[config.mk]
export PLATFORM = sky130hd
export DESIGN_NAME = fetch_unit_flat
export DESIGN_NICKNAME = d
export VERILOG_FILES = /design/src/rtl/fetch_if.sv /design/src/rtl/fetch_unit.sv /design/src/flat_wrapper.sv
export SDC_FILE = /design/constraint.sdc
export NUM_CORES = 1
export LEC_CHECK = 0
export BUFFER_PORTS_ARGS = -buffer_cell sky130_fd_sc_hd__buf_4
export CORE_UTILIZATION = 42
export CTS_CLUSTER_SIZE = 16
export DETAILED_ROUTE_END_ITERATION = 10
export HOLD_SLACK_MARGIN = 0.08
export PLACE_DENSITY = 0.68
export RECOVER_POWER = 50
export SETUP_SLACK_MARGIN = 0.5
export SLEW_MARGIN = 20
export SYNTH_ARGS = -nofsm -noshare
export SYNTH_HDL_FRONTEND = slang
export SYNTH_SLANG_ARGS = --single-unit
export TNS_END_PERCENT = 50
[constraint.sdc]
create_clock -name clk -period 9.55 [get_ports clk]
set_clock_uncertainty 0.2 [all_clocks]
set_input_delay 1.91 -clock clk [delete_from_list [all_inputs] [get_ports clk]]
set_output_delay 1.91 -clock clk [all_outputs]
set_load 0.05 [all_outputs]
[src/rtl/fetch_if.sv]
// Fetch-stage bus: ID-stage control into fetch, the ROM port, and the IF/ID register outputs.
// master: the fetch unit (drives rom_ce/rom_addr and the IF/ID fields, reads controls and rom_inst).
// slave: the surrounding pipeline/ROM (drives controls and rom_inst, reads everything else).
interface fetch_if;
  logic        stall_pc;
  logic        stall_id;
  logic        flush;
  logic [31:0] new_pc;
  logic        branch_flag;
  logic [31:0] branch_target;
  logic        rom_ce;
  logic [31:0] rom_addr;
  logic [31:0] rom_inst;
  logic [31:0] id_pc;
  logic [31:0] id_inst;
  logic        id_valid;
  logic [31:0] fetch_count;

  modport master (
    input  stall_pc, stall_id, flush, new_pc, branch_flag, branch_target, rom_inst,
    output rom_ce, rom_addr, id_pc, id_inst, id_valid, fetch_count
  );

  modport slave (
    output stall_pc, stall_id, flush, new_pc, branch_flag, branch_target, rom_inst,
    input  rom_ce, rom_addr, id_pc, id_inst, id_valid, fetch_count
  );
endinterface

[src/rtl/fetch_unit.sv]
// Instruction fetch: owns the PC, drives the combinational ROM and registers word+PC into IF/ID.
// Latency: ROM word appears in IF/ID one edge after its address is on rom_addr; 1 instr/cycle.
// Backpressure: stall_pc holds the PC (latching any branch as pending), stall_id holds IF/ID.
// Ports: clk, rst (async active-high), bus (fetch_if.master: controls, ROM port, IF/ID outputs).
module fetch_unit #(
  parameter logic [31:0] RESET_PC             = 32'h0000_0000,
  parameter bit          FLUSH_CLEARS_PENDING = 1'b1
) (
  input  logic     clk,
  input  logic     rst,
  fetch_if.master  bus
);

  typedef enum logic {
    S_IDLE  = 1'b0,
    S_FETCH = 1'b1
  } state_t;

  state_t      state_q, state_d;
  logic [31:0] pc_q, pc_d;
  logic        pend_vld_q, pend_vld_d;
  logic [31:0] pend_tgt_q, pend_tgt_d;
  logic [31:0] id_pc_q, id_pc_d;
  logic [31:0] id_inst_q, id_inst_d;
  logic        id_vld_q, id_vld_d;
  logic [31:0] cnt_q, cnt_d;
  logic        rom_ce;

  // Word alignment by masking; misaligned targets are silently truncated here.
  function automatic logic [31:0] word_align(input logic [31:0] a);
    return a & ~32'h0000_0003;
  endfunction

  // Chip enable is decoded from the registered state so it drops the instant rst rises.
  assign rom_ce = (state_q == S_FETCH);

  always_ff @(posedge clk or posedge rst) begin
    if (rst) begin
      state_q    <= S_IDLE;
      pc_q       <= RESET_PC;
      pend_vld_q <= 1'b0;
      pend_tgt_q <= 32'h0;
      id_pc_q    <= 32'h0;
      id_inst_q  <= 32'h0;
      id_vld_q   <= 1'b0;
      cnt_q      <= 32'h0;
    end else begin
      state_q    <= state_d;
      pc_q       <= pc_d;
      pend_vld_q <= pend_vld_d;
      pend_tgt_q <= pend_tgt_d;
      id_pc_q    <= id_pc_d;
      id_inst_q  <= id_inst_d;
      id_vld_q   <= id_vld_d;
      cnt_q      <= cnt_d;
    end
  end

  // State and PC / pending-branch next values.
  always_comb begin
    state_d    = state_q;
    pc_d       = pc_q;
    pend_vld_d = pend_vld_q;
    pend_tgt_d = pend_tgt_q;
    case (state_q)
      S_IDLE: begin
        // PC sits at RESET_PC so the first FETCH cycle presents it to the ROM.
        state_d = S_FETCH;
      end
      S_FETCH: begin
        if (bus.flush) begin
          pc_d = word_align(bus.new_pc);
          if (FLUSH_CLEARS_PENDING) begin
            pend_vld_d = 1'b0;
            pend_tgt_d = 32'h0;
          end
        end else if (bus.stall_pc) begin
          // A branch resolved while IF is frozen must not be lost; newest one wins.
          if (bus.branch_flag) begin
            pend_vld_d = 1'b1;
            pend_tgt_d = word_align(bus.branch_target);
          end
        end else if (bus.branch_flag) begin
          pc_d       = word_align(bus.branch_target);
          pend_vld_d = 1'b0;
        end else if (pend_vld_q) begin
          pc_d       = pend_tgt_q;
          pend_vld_d = 1'b0;
        end else begin
          pc_d = pc_q + 32'd4;
        end
      end
      default: state_d = S_IDLE;
    endcase
  end

  // IF/ID register and delivered-instruction counter.
  always_comb begin
    id_pc_d   = id_pc_q;
    id_inst_d = id_inst_q;
    id_vld_d  = id_vld_q;
    cnt_d     = cnt_q;
    if (bus.flush) begin
      id_pc_d   = 32'h0;
      id_inst_d = 32'h0;
      id_vld_d  = 1'b0;
    end else if (bus.stall_id) begin
      // hold
    end else if (bus.stall_pc || !rom_ce) begin
      // PC frozen (or ROM not yet enabled): feed decode a bubble rather than a duplicate.
      id_pc_d   = 32'h0;
      id_inst_d = 32'h0;
      id_vld_d  = 1'b0;
    end else begin
      // The word already in flight when a branch arrives is the delay slot and is kept.
      id_pc_d   = pc_q;
      id_inst_d = bus.rom_inst;
      id_vld_d  = 1'b1;
      cnt_d     = cnt_q + 32'd1;
    end
  end

  assign bus.rom_ce      = rom_ce;
  assign bus.rom_addr    = pc_q;
  assign bus.id_pc       = id_pc_q;
  assign bus.id_inst     = id_inst_q;
  assign bus.id_valid    = id_vld_q;
  assign bus.fetch_count = cnt_q;

endmodule

[src/flat_wrapper.sv]
// flat-port wrapper written by rule: the top's interface ports become plain ports
module fetch_unit_flat 
#(
  parameter logic [31:0] RESET_PC             = 32'h0000_0000,
  parameter bit          FLUSH_CLEARS_PENDING = 1'b1
)
  (clk, rst, bus_stall_pc, bus_stall_id, bus_flush, bus_new_pc, bus_branch_flag, bus_branch_target, bus_rom_inst, bus_rom_ce, bus_rom_addr, bus_id_pc, bus_id_inst, bus_id_valid, bus_fetch_count);
  fetch_if bus_i ();
  input  logic clk;
  input  logic rst;
  input wire logic [$bits(bus_i.stall_pc)-1:0] bus_stall_pc;
  input wire logic [$bits(bus_i.stall_id)-1:0] bus_stall_id;
  input wire logic [$bits(bus_i.flush)-1:0] bus_flush;
  input wire logic [$bits(bus_i.new_pc)-1:0] bus_new_pc;
  input wire logic [$bits(bus_i.branch_flag)-1:0] bus_branch_flag;
  input wire logic [$bits(bus_i.branch_target)-1:0] bus_branch_target;
  input wire logic [$bits(bus_i.rom_inst)-1:0] bus_rom_inst;
  output wire logic [$bits(bus_i.rom_ce)-1:0] bus_rom_ce;
  output wire logic [$bits(bus_i.rom_addr)-1:0] bus_rom_addr;
  output wire logic [$bits(bus_i.id_pc)-1:0] bus_id_pc;
  output wire logic [$bits(bus_i.id_inst)-1:0] bus_id_inst;
  output wire logic [$bits(bus_i.id_valid)-1:0] bus_id_valid;
  output wire logic [$bits(bus_i.fetch_count)-1:0] bus_fetch_count;
  assign bus_i.stall_pc = bus_stall_pc;
  assign bus_i.stall_id = bus_stall_id;
  assign bus_i.flush = bus_flush;
  assign bus_i.new_pc = bus_new_pc;
  assign bus_i.branch_flag = bus_branch_flag;
  assign bus_i.branch_target = bus_branch_target;
  assign bus_i.rom_inst = bus_rom_inst;
  assign bus_rom_ce = bus_i.rom_ce;
  assign bus_rom_addr = bus_i.rom_addr;
  assign bus_id_pc = bus_i.id_pc;
  assign bus_id_inst = bus_i.id_inst;
  assign bus_id_valid = bus_i.id_valid;
  assign bus_fetch_count = bus_i.fetch_count;
  fetch_unit #(.RESET_PC(RESET_PC), .FLUSH_CLEARS_PENDING(FLUSH_CLEARS_PENDING)) u_core (.clk(clk), .rst(rst), .bus(bus_i));
endmodule
Word level (Yosys, flattened, before mapping)
Index checks and enable logic that the tools add are counted.
{ "word_totals": {"mem_count": 0, "latch_bits": 0, "inputBits": 102, "ramBits": 0, "output_inout_bits": 130, "register_bits": 163, "wordCells": 43, "romBits": 0} }
{ "op_classes": {"reduce_logical": 8, "muxes": 19, "n_mul": 0, "n_eq_ne": 3, "n_shift": 0, "n_bitwise": 3, "div_mod_pow": 0, "n_addsub": 2, "n_lt_le_gt_ge": 0} }
{ "ops": {"columns": ["operator", "count"], "rows": [
  ["$mux 32", 13],
  ["$add 32x1->32 const B", 1],
  ["$add 32x3->32 const B", 1],
  ["$mux 1", 6],
  ["$reduce_and 3->1", 2],
  ["$ne 2x1->1 const B", 2],
  ["$reduce_and 2->1", 2],
  ["$reduce_bool 2->1", 2],
  ["$ne 3x1->1 const B", 1],
  ["$not 1->1", 3],
  ["$logic_not 1->1", 1],
  ["$logic_or 1x1->1", 1]
]} }

Depth between registers and ports, before layout
Gate-level depths: netlist (run 1).
{ "depth": {"word_depth": 5, "ltp_mapped": 8, "ltp_nobuf": 6} }

Worst setup path before layout (run 1)
No wires, ideal clock.
{ "synth_path": {"path_type": "input port to flip-flop", "startpoint": "input bus_flush", "endpoint": "register u_core.cnt_q[18], in the netlist u_core.bus.fetch_count[18]", "path_buffers": 0, "t_required_ns": 9.209, "setup_time_ns": 0.141, "path_stages": 5, "path_slack_ns": 5.842, "t_arrival_ns": 3.367, "cell_sequence": "or4b_4 or3_4 nor3_2 nand4_1 xnor2_1"} }
{ "synth_via": {"elab_chain_len": 2} }
{ "synth_lines": {"columns": ["item", "line", "source"], "rows": [
  ["from (decl)", "flat_wrapper.sv:13", "input wire logic [$bits(bus_i.flush)-1:0] bus_flush;"],
  ["$not 1->1 (no source line)", null, null],
  ["$reduce_and 3->1 (no source line)", null, null],
  ["to (signal assigned)", "fetch_unit.sv:55", "cnt_q <= cnt_d;"],
  ["to (decl)", "fetch_unit.sv:26", "logic [31:0] cnt_q, cnt_d;"]
]} }
No other way between the ends.
A chain may end at the register's enable or synchronous reset.

Worst setup path in the final report (run 1)
{ "layout_path": {"startpoint": "input bus_flush", "endpoint": "register u_core.pc_q[19], in the netlist u_core.bus.rom_addr[19]"} }
{ "layout_via": {"elab_chain_len": 2} }
{ "layout_lines": {"columns": ["item", "line", "source"], "rows": [
  ["$ne 2x1->1 (no source line)", null, null],
  ["$reduce_and 2->1 (no source line)", null, null],
  ["to (signal assigned)", "fetch_unit.sv:49", "pc_q <= pc_d;"],
  ["to (decl)", "fetch_unit.sv:20", "logic [31:0] pc_q, pc_d;"]
]} }
Parallel ways exist; a longest one is shown, timed or not.

==> results by stage, run 1 <==
Run status:
- The flow ran to the end, but the final reports show violations.
- The checks that failed: max-capacitance violations, max-slew violations.

Clock tree:
- The level count of the clock H-tree is 4.
- The clock-pin slew reported for the worst setup and hold paths after clock tree synthesis is ~0.060 ns.
- Gates resized during post-CTS repair numbered 0.
- TritonCTS created 17 clock buffers.
- The number of hold buffers added after CTS was 0.
- The later pin in the worst-skew pair is clocked with a latency of roughly 0.42 ns.
- Counting along the longest clock path gives a buffer depth of 2.
- Clock tree synthesis found a total of approximately 160 sinks.
- The clock tree from TritonCTS is done.
- The root buffer cell is sky130_fd_sc_hd__clkbuf_16.
- Post-CTS timing repair inserted 0 buffers for setup.

Cells and area:
- The utilization after layout is about 54%.
- The number of antenna repair diodes is 0.
- The top cell types in the final layout, fill and taps aside, are sky130_fd_sc_hd__dfrtp_1, sky130_fd_sc_hd__clkbuf_1, sky130_fd_sc_hd__buf_4, sky130_fd_sc_hd__a22o_1, sky130_fd_sc_hd__nand2_1.
- The post-route netlist has roughly 16% of its cells at a drive strength greater than 1.
- Excluding fillers, the count of instances in the completed layout stands at 1153.
- The most common cell after layout, fill and taps aside is sky130_fd_sc_hd__dfrtp_1.
- Once layout is done, the placed cells without fillers occupy between 9000 and 10000 um2.
- From synthesis to final layout, the design area changed by 25.5%.
- The post-layout net count is around 1000.

Logic synthesis:
- Yosys mapped a number of flops with a built-in enable equal to 0.
- The distinct cell type count of the synthesized netlist is 65.
- During synthesis, Yosys emitted a total of 0 warnings.
- The share of synthesized area occupied by flip-flops and latches is between 50 and 60%.
- After synthesis the netlist holds a flip-flop and latch count of 158.
- The async set or reset register ratio after synthesis is 100%.
- The mapped cell area is between 7000 and 8000 um2.
- Counting every instance in the synthesized netlist gives roughly 720.
- The most frequently used flop master after synthesis is sky130_fd_sc_hd__dfrtp_1.
- Averaged over all synthesized cells, the footprint is 10.5 um2.

Power and ir drop:
- In this run the power density over the cells is between 150 and 200 nW/um2.
- For this design the static power due to leakage is 4.23 nW.
- The worst supply voltage drop on vdd is between 0.0001 and 0.00015 V.

Routing:
- After the first detailed-routing iteration, the DRC count stood at 652.
- The remaining antenna violation count after routing is 0.
- Summed over all layers, the routed wires come to 21900 um.
- The count of TritonRoute iterations in the first routing pass is 5.
- The via count of the routed design is between 6000 and 7000.
- After detailed routing, the average wire length per cell comes to around 19 um.
- After detailed routing, the wire length on met1 is between 10000 and 15000 um.
- Detailed routing placed a total of around 1500 um of wire on met3.
- After detailed routing, the number of remaining DRC violations is 0.
- The detailed router used layers up to and including met4.
- The routed via count divided by cell count is approximately 5.7.
- The length of routed met2 wiring is ~9700 um.

Placement:
- The placed cell area is 9340 um2.
- In this run the tool buffered the top-level ports with roughly 230 buffer cells.
- The routability congestion estimate from global placement is between 0.8 and 0.9.
- The estimated wirelength of the detail-placed design is 15100 um.
- The worst setup slack before clock tree synthesis is 4.79 ns.
- Including well taps, the total number of placed cells is around 1100.

STA:
- The clock period minus worst slack is roughly 6.3 ns.
- Timing would allow up to ~160 MHz.
- The worst pin sits at a relative slew slack of -163%.
- After routing, the total negative slack on setup checks comes to 0 ns.
- The number of pins exceeding their max-slew limit in the final report is 218.
- The actual slew at the worst max-slew pin is 3.93 ns.
- Setup repair after global routing left no endpoint under its margin.
- The final number of setup-violating endpoints is 0.
- The setup slack after layout is approximately 3.3 ns.
- The worst path uses about two thirds of the clock period.
- The final hold violation count is 0.

Die:
- The vertical die dimension is ~140 um.
- The die is between 100 and 150 um wide.
- The initial standard-cell utilization of the core is 43.3%.
- The total area inside the core boundary comes to approximately 17000 um2.
- The die covers roughly 18000 um2.
- The number of top-level design ports is between 200 and 250.
- The floorplan has between 40 and 50 rows.

Critical path:
- The largest fanout of any net on the critical path is 65.
- Data arrives at the worst endpoint at about 6.4 ns.
- The critical path startpoint category is an input port.
- The largest individual stage delay along the critical path comes from the cell sky130_fd_sc_hd__clkbuf_1.
- The kind of critical path is input port to flop.
- The reg2reg setup slack is 5.48 ns.
- The data required time of the worst path is 9.65 ns.
- Counting both buffers and inverters, the worst setup path holds a total of 2.
- The critical path endpoint category is a flop.
- The signal on the critical path passes through clkbuf_1, clkinv_1, nor2_1, o21ai_0, or4_1, o221a_1.
- The cell family contributing the most delay on the critical path is buffers and inverters.
- The highest cell delay on the worst timing path is 1.91 ns.

Global route:
- The combined global-route utilization of all metal layers is 24.2%.
- The largest net degree at the start of global routing is 90.
- The initial antenna violation count came to 0.
- The number of global-route vias before repair is 6196.
- The leftover overflow at the end of global routing is 0.
- The global-route wire length before repair is around 35000 um.

Run:
- Across the run, the number of max-cap violations was 3.

Worst hold path:
- The path type of the worst min-delay path is flop to flop.
synthesized netlist by cell type (all sizes together), types with 2 or more instances:
library cell,count,area share [%]
nand3,24,1.7
nor3,15,1.2
nor4,8,1.4
a211oi,7,0.70
mux2i,3,0.40
ha,2,0.33
xnor2,27,3.1
xor2,13,1.5
o31ai,4,0.40
nor2b,4,0.33
conb,2,0.10
nand2,72,3.6
o21ai,41,2.7
nor2,29,1.4
nand2b,4,0.33
nand4,21,2.0
a211o,2,0.23
a311oi,3,0.35
o211ai,7,0.70
dfrtp,158,52
or3,3,0.32
a221oi,12,1.5
o221a,2,0.30
or4,5,0.55
o22ai,14,1.2
a31oi,8,0.66
and4,4,0.46
o32a,3,0.40
a21oi,26,1.7
o21bai,2,0.20
and3,15,1.2
inv,15,0.75
and2,4,0.33
a22o,90,10
clkbuf,38,1.9
buf,14,0.91
cells by family after synthesis:
logic type / after synthesis / synth area share (%)
and+or+nand+nor: 213 / 15.7
AOI/OAI and AO/OA: 231 / 22.7
adders and majority gates: 2 / 0.332
DFF: 158 / 52.4
xor gates and xnor gates: 40 / 4.65
buffers and inverters: 68 / 3.60
muxes: 4 / 0.548
other: 2 / 0.0996
metal layers:
layer	vias up	track usage, %
li1	3095	-
met1	3222	36.1
met2	271	35.1
met3	32	4.92
met4	0	7.41
met5	-	0
metrics by stage:
step / total power, W / hold slack (ns)
6_report: 0.00188 / 0.268
5_1_grt: 0.00195 / 0.295
4_1_cts: 0.00192 / 0.271
3_5_place_dp: 0.00121 / 0.259
3_3_place_gp: 0.00120 / 0.264
2_1_floorplan: 0.00105 / 0.251
worst paths after layout:
path | from | endpoint | depth (start not counted)
setup / recovery | bus_flush | u_core.bus.rom_addr[19]$_DFFE_PP0P_ | 6
hold / removal | u_core.bus.fetch_count[31]$_DFFE_PP0P_ | u_core.bus.fetch_count[31]$_DFFE_PP0P_ | 1
setup reg to reg | u_core.bus.rom_ce$_DFF_PP0_ | u_core.bus.fetch_count[4]$_DFFE_PP0P_ | 4
hold reg to reg | u_core.bus.fetch_count[31]$_DFFE_PP0P_ | u_core.bus.fetch_count[31]$_DFFE_PP0P_ | 1
max in group asynchronous | rst | u_core.bus.rom_addr[15]$_DFFE_PP0P_ | 3
min in group asynchronous | rst | u_core.bus.id_inst[30]$_DFFE_PP0P_ | 2
registers in the layout (all words and copies together) (netlist names):
signal,flops
u_core.bus.fetch_count,32
u_core.bus.id_inst,32
u_core.bus.id_pc,31
u_core.bus.rom_addr,30
u_core.pend_tgt_q,30
u_core.bus.id_valid,1
u_core.bus.rom_ce,1
u_core.pend_vld_q,1
cell type report:
class / count / area, um2
repair buffers: 229 / 1240
clock inverters: 9 / 131
multi-input cells: 493 / 3310
fillers: 1695 / 7950
well taps: 225 / 282
flip-flops and latches: 158 / 3950
clock buffers: 23 / 488
inverters: 16 / 61.3
report_power, final:
group	internal [W]	switching [W]
Clock	0.000439	0.000273
Combinational	0.000105	0.000269
Sequential	0.000716	0.0000745
Total	0.00126	0.000616
Power figures use the tool's default switching activity.
==> run 2: changes to the inputs <==
--- a/config.mk
+++ b/config.mk
@@ -10,7 +10,7 @@
 export CTS_CLUSTER_SIZE = 16
 export DETAILED_ROUTE_END_ITERATION = 10
 export HOLD_SLACK_MARGIN = 0.08
-export PLACE_DENSITY = 0.68
+export PLACE_DENSITY = 0.7
 export RECOVER_POWER = 50
 export SETUP_SLACK_MARGIN = 0.5
 export SLEW_MARGIN = 20
==> constraint.sdc (replaced) <==
create_clock -name clk -period 5.65 [get_ports clk]
set_clock_uncertainty 0.2 [all_clocks]
set_input_delay 1.13 -clock clk [delete_from_list [all_inputs] [get_ports clk]]
set_output_delay 1.13 -clock clk [all_outputs]
set_load 0.05 [all_outputs]
==> run 2 against run 1 <==
- the run now ends clean
- sequential power grew 68%
- critical path depth shrank 1
- die area is the same
- largest power group unchanged
==> results by stage, run 2 (synthesis gave the netlist of run 1 again) <==
Critical path:
- The arrival time of the worst setup path is 3.71 ns (was 6.39 ns).
- The total buffers and inverters traversed by the critical path is 2 (unchanged).
- The kind of critical path is input port to flop (unchanged).
- The depth of the worst register-to-register path came to 4 (unchanged).
- Cell-by-cell trace of the critical path: buf_4, clkinv_1, nand2_1, nand2_1, a22o_1 (was clkbuf_1, clkinv_1, nor2_1, o21ai_0, or4_1, o221a_1).
- The most frequent cell on the critical path is sky130_fd_sc_hd__nand2_1.
- The reg2reg setup slack is 2.87 ns (was 5.48 ns).
- The master of the slowest instance on the critical path is sky130_fd_sc_hd__clkinv_1 (was sky130_fd_sc_hd__clkbuf_1).
- The largest fanout of any net on the critical path is 65 (unchanged).
- The first element of the critical path is bus_flush (unchanged).
- The worst reg2reg path endpoint is u_core.bus.rom_addr[31]$_DFFE_PP0P_ (was u_core.bus.fetch_count[4]$_DFFE_PP0P_).
- The startpoint of the most critical register-to-register path is u_core.bus.rom_ce$_DFF_PP0_ (unchanged).
- The data required time of the worst path came to 5.76 ns (was 9.65 ns).
- The cell count along the critical path is 5 (was 6).
- The highest cell delay on the worst timing path came to 0.69 ns (was 1.91 ns).
- The cell family contributing the most delay on the critical path is buffers and inverters (unchanged).
- The critical path endpoint category is a flop (unchanged).
- The critical path startpoint category was an input port (unchanged).
- The critical path endpoint is u_core.pend_tgt_q[4]$_DFFE_PP0P_ (was u_core.bus.rom_addr[19]$_DFFE_PP0P_).

Placement:
- The estimated wirelength of the detail-placed design is 14900 um (was 15100 um).
- The placed cell area is 9360 um2 (was 9340 um2).
- The count of port buffers added during placement came to 225 (unchanged).
- The routability congestion estimate from global placement was 0.843 (was 0.858).

STA:
- The sum of negative setup slack was 0 ns (unchanged).
- RSZ-0062 raised after global routing: no (unchanged).
- The post-route clock period utilization is between 60% and 70%.
- Timing would allow up to between 200 and 300 MHz.
- The actual slew at the worst max-slew pin is 1.11 ns (was 3.93 ns).
- The final hold violation count was 0 (unchanged).
- The worst slack on hold paths is 0.273 ns (was 0.268 ns).
- The clock period minus worst slack is approximately 3.6 ns.
- The normalized max-slew margin is 25.6% (was -163%).
- The final number of setup-violating endpoints is 0 (unchanged).
- The number of pins exceeding their max-slew limit in the final report is 0 (was 218).

Routing:
- The count of TritonRoute iterations in the first routing pass was 5 (unchanged).
- The routed via count divided by cell count is 5.76 (was 5.74).
- The remaining antenna violation count after routing was 0 (unchanged).
- The via count of the routed design is 6645 (was 6620).
- The mean routed wirelength per cell is 18.6 um (was 19.0 um).
- The number of DRC markers after the initial detailed-route iteration came to 633 (was 652).
- The remaining routing DRC violations is 0 (unchanged).
- The total detailed-routing wirelength is 21500 um (was 21900 um).

Clock tree:
- The CTS buffer count is 17 (unchanged).
- The number of hold buffers added after cts is 0 (unchanged).
- The maximum count of clock buffers along a single path came to 2 (unchanged).
- The post-CTS repair timing setup buffer count was 0 (unchanged).
- The number of clock sinks was 158 (unchanged).
- The clock-pin slew reported for the worst setup and hold paths after clock tree synthesis is 0.06 ns (about the same).
- The clock tree from TritonCTS is done (unchanged).
- The level count of the clock H-tree is 4 (unchanged).
- The latest clock arrival within the worst-skew pair is 0.42 ns (about the same).
- The root buffer cell is sky130_fd_sc_hd__clkbuf_16 (unchanged).
- The count of instances resized after the clock tree is built was 0 (unchanged).

Power and ir drop:
- The combinational fraction of design power is 21.5% (was 19.9%).
- The worst supply voltage drop on vdd came to 0.000230 V (was 0.000131 V).
- The net switching power is 0.00107 W (was 0.000616 W).
- The leakage power figure came to 4.50 nW (was 4.23 nW).
- The portion of total power attributed to the clock network was 36.1% (was 38.0%).
- The cell internal power dissipation was 0.00207 W (was 0.00126 W).
- The share of total power in sequential cells was 42.4% (was 42.1%).
- The switching fraction of total power is 34.2% (was 32.8%).
- The total power per unit cell area is 323 nW/um2 (was 198 nW/um2).

Die:
- The die area is 18500 um2 (unchanged).
- The standard-cell row count came to 48 (unchanged).
- The overall die width was 136 um (unchanged).
- The number of top-level design ports is 232 (unchanged).
- The floorplan core area is 17400 um2 (unchanged).
- The initial standard-cell utilization of the core is 43.3% (unchanged).
- The vertical die dimension came to 136 um (unchanged).

Global route:
- The number of global-route vias before repair is 6069 (was 6196).
- The initial antenna violation count is 0 (unchanged).
- The largest net degree at the start of global routing is 159 (was 90).
- The global-route wire length before repair is 33700 um (was 34600 um).
- The combined global-route utilization of all metal layers was 23.7% (was 24.2%).
- The leftover overflow at the end of global routing is 0 (unchanged).

Cells and area:
- The fraction of final layout cells sized beyond drive strength 1 was 23.8% (was 16.4%).
- The post-synthesis to final-layout area growth is 28.9% (was 25.5%).
- The post-layout net count is 1020 (was 1019).
- Commonest cells after routing, fill and taps aside: sky130_fd_sc_hd__buf_4, sky130_fd_sc_hd__dfrtp_1, sky130_fd_sc_hd__a22o_1, sky130_fd_sc_hd__nand2_1, sky130_fd_sc_hd__clkbuf_1 (was sky130_fd_sc_hd__dfrtp_1, sky130_fd_sc_hd__clkbuf_1, sky130_fd_sc_hd__buf_4, sky130_fd_sc_hd__a22o_1, sky130_fd_sc_hd__nand2_1).
- The number of antenna repair diodes is 0 (unchanged).
- The post-route standard cell area excluding fillers came to 9720 um2 (was 9460 um2).
- The most common cell after layout, fill and taps aside is sky130_fd_sc_hd__buf_4 (was sky130_fd_sc_hd__dfrtp_1).

Run:
- The number of maximum-capacitance constraint violations is 0 (was 3).

Run status:
- Status: complete, no violations (was finished, violations left).

Worst hold path:
- The path type of the worst min-delay path is flop to flop (unchanged).
run 2: cell types whose count changed in the layout (fill, tap and decap cells not counted), sizes merged:
cell      previous run  this run
clkinvlp             4         3
buf                100       168
clkinv               3         8
clkbuf             152        81
bufinv               3         1
inv                 15        17
run 2: worst min-delay path, delay by kind of cell, from the launching register on:
kind | cells | cell delay [ns]
flip-flops | 1 | 0.34
AO/OA/AOI/OAI | 1 | 0.06
AND/OR/NAND/NOR | 1 | 0.04
run 2: layer usage:
metal / GRT usage, % / up-vias / wire length [um]
met5: 0 / - / 0
met4: 6.67 / 0 / 303
met3: 4.59 / 21 / 1570
met2: 35.3 / 291 / 9860
met1: 34.7 / 3254 / 9780
li1: - / 3079 / -
run 2: cell type report:
| cell class | count | area, um2 |
|---|---|---|
| inverter | 16 | 61.3 |
| clock inverter | 13 | 131 |
| sequential | 158 | 3950 |
| fill | 1599 | 7700 |
| clock buffer | 19 | 453 |
| tap | 225 | 282 |
| multi-input combinational | 493 | 3320 |
| timing repair buffer | 230 | 1520 |
run 2: power by group through the flow:
stage / combinational [W] / sequential (W) / clock, W
after floorplan: 0.000241 / 0.00153 / 0
after global placement: 0.000680 / 0.00135 / 0
after detailed placement: 0.000687 / 0.00135 / 0
after CTS: 0.000689 / 0.00133 / 0.00115
after global routing: 0.000720 / 0.00135 / 0.00120
final: 0.000676 / 0.00133 / 0.00113
run 2: worst min path at each step:
| stage | startpoint | end | cells past startpoint |
|---|---|---|---|
| final | u_core.bus.id_pc[11]$_DFFE_PP0P_ | u_core.bus.id_pc[11]$_DFFE_PP0P_ | 2 |
| after global routing | u_core.bus.id_pc[13]$_DFFE_PP0P_ | u_core.bus.id_pc[13]$_DFFE_PP0P_ | 2 |
| after CTS | u_core.bus.id_pc[8]$_DFFE_PP0P_ | u_core.bus.id_pc[8]$_DFFE_PP0P_ | 2 |
| after detailed placement | u_core.bus.id_pc[8]$_DFFE_PP0P_ | u_core.bus.id_pc[8]$_DFFE_PP0P_ | 2 |
| after global placement | u_core.bus.fetch_count[31]$_DFFE_PP0P_ | u_core.bus.fetch_count[31]$_DFFE_PP0P_ | 1 |
| after floorplan | u_core.pend_tgt_q[31]$_DFFE_PP0P_ | u_core.pend_tgt_q[31]$_DFFE_PP0P_ | 2 |
run 2: metrics by stage:
step / utilization (%) / power, W / setup slack [ns] / cells
floorplan: - / 0.00177 / 2.32 / 719
global placement: 53.7 / 0.00203 / 1.73 / 1121
detailed placement: 53.7 / 0.00204 / 1.65 / 1121
CTS: 57.1 / 0.00317 / 2.09 / 1153
global route: 55.8 / 0.00327 / 1.88 / 1154
finish: 55.8 / 0.00314 / 2.05 / 1154
==> run 3: changes to the inputs <==
--- a/config.mk
+++ b/config.mk
@@ -5,12 +5,13 @@
 export SDC_FILE = /design/constraint.sdc
 export NUM_CORES = 1
 export LEC_CHECK = 0
+export ABC_AREA = 1
 export BUFFER_PORTS_ARGS = -buffer_cell sky130_fd_sc_hd__buf_4
 export CORE_UTILIZATION = 42
 export CTS_CLUSTER_SIZE = 16
 export DETAILED_ROUTE_END_ITERATION = 10
 export HOLD_SLACK_MARGIN = 0.08
-export PLACE_DENSITY = 0.7
+export PLACE_DENSITY = 0.67
 export RECOVER_POWER = 50
 export SETUP_SLACK_MARGIN = 0.5
 export SLEW_MARGIN = 20
==> constraint.sdc (replaced) <==
create_clock -name clk -period 3.69 [get_ports clk]
set_clock_uncertainty 0.2 [all_clocks]
set_input_delay 0.738 -clock clk [delete_from_list [all_inputs] [get_ports clk]]
set_output_delay 0.738 -clock clk [all_outputs]
set_load 0.05 [all_outputs]
==> run 3 against run 2 <==
- the run now ends with max-capacitance violations, max-slew violations left
- wire length is 15% higher
- utilization is 0.14 points lower
- flip-flop and latch count stayed put
- global-route usage is 1.8 points higher
- synthesized cell count is 44% higher
- sequential share of layout area is 3.0 points lower
- via count is 19% higher
- combinational power is 72% higher
- sequential power is 53% higher
- clock power is 64% higher
- non-clock buffer count is 7 higher
- critical path type unchanged
- largest cell class unchanged
- highest routed layer unchanged
==> results by stage, run 3 <==
Run status:
- Status: finished, violations left (was complete, no violations).
- The checks that failed: max-capacitance violations, max-slew violations.

Power and ir drop:
- The share of total power in sequential cells was 40.3% (was 42.4%).
- The cell internal power dissipation is 0.00332 W (was 0.00207 W).
- The leakage power figure was 5.09 nW (was 4.50 nW).
- The switching fraction of total power is 34.1% (was 34.2%).
- The net switching power came to 0.00172 W (was 0.00107 W).
- The portion of total power attributed to the clock network is 36.8% (was 36.1%).
- The total power per unit cell area came to 481 nW/um2 (was 323 nW/um2).
- The combinational fraction of design power is 22.9% (was 21.5%).
- The worst supply voltage drop on vdd was 0.000332 V (was 0.000230 V).

Global route:
- The leftover overflow at the end of global routing came to 0 (unchanged).
- The global-route wire length before repair is 39300 um (was 33700 um).
- The initial antenna violation count was 0 (unchanged).
- The combined global-route utilization of all metal layers is 25.4% (was 23.7%).
- The largest net degree at the start of global routing is 66 (was 159).
- The number of global-route vias before repair was 7352 (was 6069).

Cells and area:
- The fraction of final layout cells sized beyond drive strength 1 is 18.6% (was 23.8%).
- Commonest cells after routing, fill and taps aside: sky130_fd_sc_hd__nand2_1, sky130_fd_sc_hd__buf_4, sky130_fd_sc_hd__dfrtp_1, sky130_fd_sc_hd__inv_1, sky130_fd_sc_hd__nor2_1 (was sky130_fd_sc_hd__buf_4, sky130_fd_sc_hd__dfrtp_1, sky130_fd_sc_hd__a22o_1, sky130_fd_sc_hd__nand2_1, sky130_fd_sc_hd__clkbuf_1).
- The most common cell after layout, fill and taps aside is sky130_fd_sc_hd__nand2_1 (was sky130_fd_sc_hd__buf_4).
- The post-layout net count came to 1341 (was 1020).
- The utilization after layout is 55.7% (was 55.8%).
- The number of antenna repair diodes was 0 (unchanged).
- The post-synthesis to final-layout area growth is 29.0% (was 28.9%).

Routing:
- The number of DRC markers after the initial detailed-route iteration was 607 (was 633).
- The remaining routing DRC violations is 0 (unchanged).
- The remaining antenna violation count after routing is 0 (unchanged).
- The routed via count divided by cell count is 5.25 (was 5.76).
- The mean routed wirelength per cell is 16.3 um (was 18.6 um).
- The count of TritonRoute iterations in the first routing pass is 5 (unchanged).
- The total detailed-routing wirelength came to 24700 um (was 21500 um).
- The via count of the routed design is 7927 (was 6645).

Logic synthesis:
- The most used standard cell by instance count after synthesis is sky130_fd_sc_hd__nand2_1 (was sky130_fd_sc_hd__dfrtp_1).
- The dominant cell type by area after synthesis is sky130_fd_sc_hd__dfrtp_1 (unchanged).
- Cell types with the largest area share after synthesis: sky130_fd_sc_hd__dfrtp_1, sky130_fd_sc_hd__nand2_1, sky130_fd_sc_hd__nand3_1 (was sky130_fd_sc_hd__dfrtp_1, sky130_fd_sc_hd__a22o_1, sky130_fd_sc_hd__nand2_1).
- The most frequently used flop master after synthesis is sky130_fd_sc_hd__dfrtp_1 (unchanged).
- The number of flops mapped to enable cells by yosys came to 0 (unchanged).
- The share of the synthesized area in the top cell type is 48.7% (was 52.4%).
- Most instantiated cells after synthesis: sky130_fd_sc_hd__nand2_1, sky130_fd_sc_hd__dfrtp_1, sky130_fd_sc_hd__inv_1 (was sky130_fd_sc_hd__dfrtp_1, sky130_fd_sc_hd__a22o_1, sky130_fd_sc_hd__nand2_1).
- The share of cell area taken by muxes after synthesis is 0% (was 0.548%).
- The post-synthesis area per instance is 7.85 um2 (was 10.5 um2).
- The share of synthesized area occupied by flip-flops and latches was 48.7% (was 52.4%).
- The distinct cell type count of the synthesized netlist is 36 (was 65).
- The synthesized flop and latch total is 158 (unchanged).
- The XOR/XNOR share of the synthesized area came to 3.13% (was 4.65%).
- The simple-gate share of the synthesized area was 24.0% (was 15.7%).
- The async set or reset register ratio after synthesis is 100% (unchanged).
- The synthesized netlist cell count is 1035 (was 718).
- The combinational family with the most area after synthesis is simple AND/OR/NAND/NOR gates (was compound AO/OA/AOI/OAI gates).
- The warning count from the yosys run is 0 (unchanged).
- The compound-cell area share of the yosys netlist was 15.8% (was 22.7%).
- The adder-cell share of the synthesized area is 0.308% (was 0.332%).
- The mapped cell area was 8130 um2 (was 7540 um2).

Clock tree:
- The number of clock sinks came to 158 (unchanged).
- The count of instances resized after the clock tree is built is 0 (unchanged).
- The CTS buffer count is 17 (unchanged).
- The post-CTS repair timing setup buffer count is 0 (unchanged).
- The level count of the clock H-tree is 4 (unchanged).
- The clock tree from TritonCTS is done (unchanged).
- The number of hold buffers added after cts is 0 (unchanged).
- The latest clock arrival within the worst-skew pair is 0.43 ns (was 0.42 ns).
- The root buffer cell is sky130_fd_sc_hd__clkbuf_16 (unchanged).
- The clock-pin slew reported for the worst setup and hold paths after clock tree synthesis is 0.07 ns (was 0.06 ns).
- The maximum count of clock buffers along a single path was 2 (unchanged).

Run:
- The number of maximum-capacitance constraint violations was 1 (was 0).

Worst hold path:
- The start point of the worst hold path is u_core.bus.fetch_count[24]$_DFFE_PP0P_ (was u_core.bus.id_pc[11]$_DFFE_PP0P_).
- The depth of the worst hold-timing path is 1 (was 2).
- The path type of the worst min-delay path is flop to flop (unchanged).
- The worst hold path endpoint is u_core.bus.fetch_count[24]$_DFFE_PP0P_ (was u_core.bus.id_pc[11]$_DFFE_PP0P_).

STA:
- RSZ-0062 raised after global routing: no (unchanged).
- The final number of setup-violating endpoints was 0 (unchanged).
- The number of pins exceeding their max-slew limit in the final report was 31 (was 0).
- Timing would allow up to about 350 MHz.
- The clock period minus worst slack is ~2.8 ns.
- The post-route clock period utilization is about 77%.
- The final hold violation count is 0 (unchanged).
- The actual slew at the worst max-slew pin is 1.64 ns (was 1.11 ns).
- The normalized max-slew margin came to -9.89% (was 25.6%).
- The sum of negative setup slack is 0 ns (unchanged).

Die:
- The floorplan core area is 18800 um2 (was 17400 um2).
- The initial standard-cell utilization of the core came to 43.1% (was 43.3%).
- The overall die width was 141 um (was 136 um).
- The die area is 19900 um2 (was 18500 um2).
- The vertical die dimension came to 141 um (was 136 um).
- The number of top-level design ports is 232 (unchanged).
- The standard-cell row count was 50 (was 48).

Critical path:
- The startpoint of the most critical register-to-register path is u_core.bus.rom_addr[3]$_DFFE_PP0P_ (was u_core.bus.rom_ce$_DFF_PP0_).
- The largest fanout of any net on the critical path is 55 (was 65).
- The worst reg2reg path endpoint is u_core.bus.rom_addr[12]$_DFFE_PP0P_ (was u_core.bus.rom_addr[31]$_DFFE_PP0P_).
- The data required time of the worst path is 3.85 ns (was 5.76 ns).
- The reg2reg setup slack is 1.04 ns (was 2.87 ns).
- The kind of critical path is input port to flop (unchanged).
- The depth of the worst register-to-register path came to 12 (was 4).
- The arrival time of the worst setup path came to 3.00 ns (was 3.71 ns).
- The critical path endpoint category is a flop (unchanged).
- The critical path startpoint category is an input port (unchanged).

Placement:
- The routability congestion estimate from global placement is 0.913 (was 0.843).
- The count of port buffers added during placement came to 225 (unchanged).
- The estimated wirelength of the detail-placed design was 17700 um (was 14900 um).
[run 3: changes by cell type after synthesis, sizes merged, moves of 33 or more]
cell / before / now
a22o: 90 / 0
nand2: 72 / 233
inv: 15 / 112
a21oi: 26 / 70
nand3: 24 / 99
nor2: 29 / 103
o21ai: 41 / 84
a32o: 0 / 33
[run 3: worst max-delay path by stage]
| stage | startpoint | end | cells after the start |
|---|---|---|---|
| after floorplan | rst | u_core.bus.fetch_count[0]$_DFFE_PP0P_ | 1 |
| final | bus_flush | u_core.bus.id_inst[31]$_DFFE_PP0P_ | 5 |
| after global placement | bus_flush | u_core.bus.id_inst[28]$_DFFE_PP0P_ | 6 |
| after global routing | bus_flush | u_core.bus.rom_addr[7]$_DFFE_PP0P_ | 9 |
| after CTS | u_core.bus.rom_addr[3]$_DFFE_PP0P_ | u_core.bus.rom_addr[12]$_DFFE_PP0P_ | 12 |
| after detailed placement | bus_flush | u_core.bus.id_inst[31]$_DFFE_PP0P_ | 6 |
[run 3: worst max-delay path, cell delays in order]
cell                       delay, ns
sky130_fd_sc_hd__clkbuf_2       0.49
sky130_fd_sc_hd__inv_1          0.56
sky130_fd_sc_hd__buf_4          0.37
sky130_fd_sc_hd__buf_4          0.54
sky130_fd_sc_hd__a32o_1         0.26
[run 3: final cells by class]
| cell class | instances | area [um2] |
|---|---|---|
| Timing Repair Buffer | 237 | 1640 |
| Sequential cell | 158 | 3950 |
| Clock buffer | 21 | 460 |
| Fill cell | 1816 | 8350 |
| Tap cell | 260 | 325 |
| Inverter | 113 | 425 |
| Multi-Input combinational cell | 710 | 3520 |
| Clock inverter | 11 | 155 |
[run 3: per-layer routing]
metal / GRT usage, % / wire length (um) / vias to the layer above
met1: 34.5 / 10700 / 3798
met3: 6.05 / 1700 / 26
met4: 6.75 / 353 / 0
met5: 0 / 0 / -
met2: 40.6 / 11900 / 273
li1: - / - / 3830
[run 3: logic make-up (layout without fill, tap and decap cells)]
logic type                 count (synthesis)  after routing
AOI/OAI and AO/OA                        214            214
xor gates and xnor gates                  29             29
adders and majority gates                  2              2
buffers and inverters                    168            382
DFF                                      158            158
other                                      2              3
and+or+nand+nor                          462            462
[run 3: power by group through the flow]
stage | combinational (W) | sequential (W) | clock, W
after floorplan | 0.000423 | 0.00236 | 0
after global placement | 0.00116 | 0.00206 | 0
after detailed placement | 0.00117 | 0.00205 | 0
after CTS | 0.00117 | 0.00202 | 0.00188
after global routing | 0.00125 | 0.00205 | 0.00195
final | 0.00116 | 0.00203 | 0.00185
[run 3: metrics by stage]
stage          worst slack (ns)  cells  area [um2]  power [W]  hold slack, ns
2_1_floorplan             0.751   1036        8130    0.00278           0.286
3_3_place_gp              0.996   1478       10000    0.00322           0.283
3_5_place_dp              0.953   1478       10000    0.00322           0.292
4_1_cts                    1.17   1510       10700    0.00508           0.270
6_report                  0.847   1510       10500    0.00504           0.295
5_1_grt                   0.557   1510       10500    0.00525           0.312
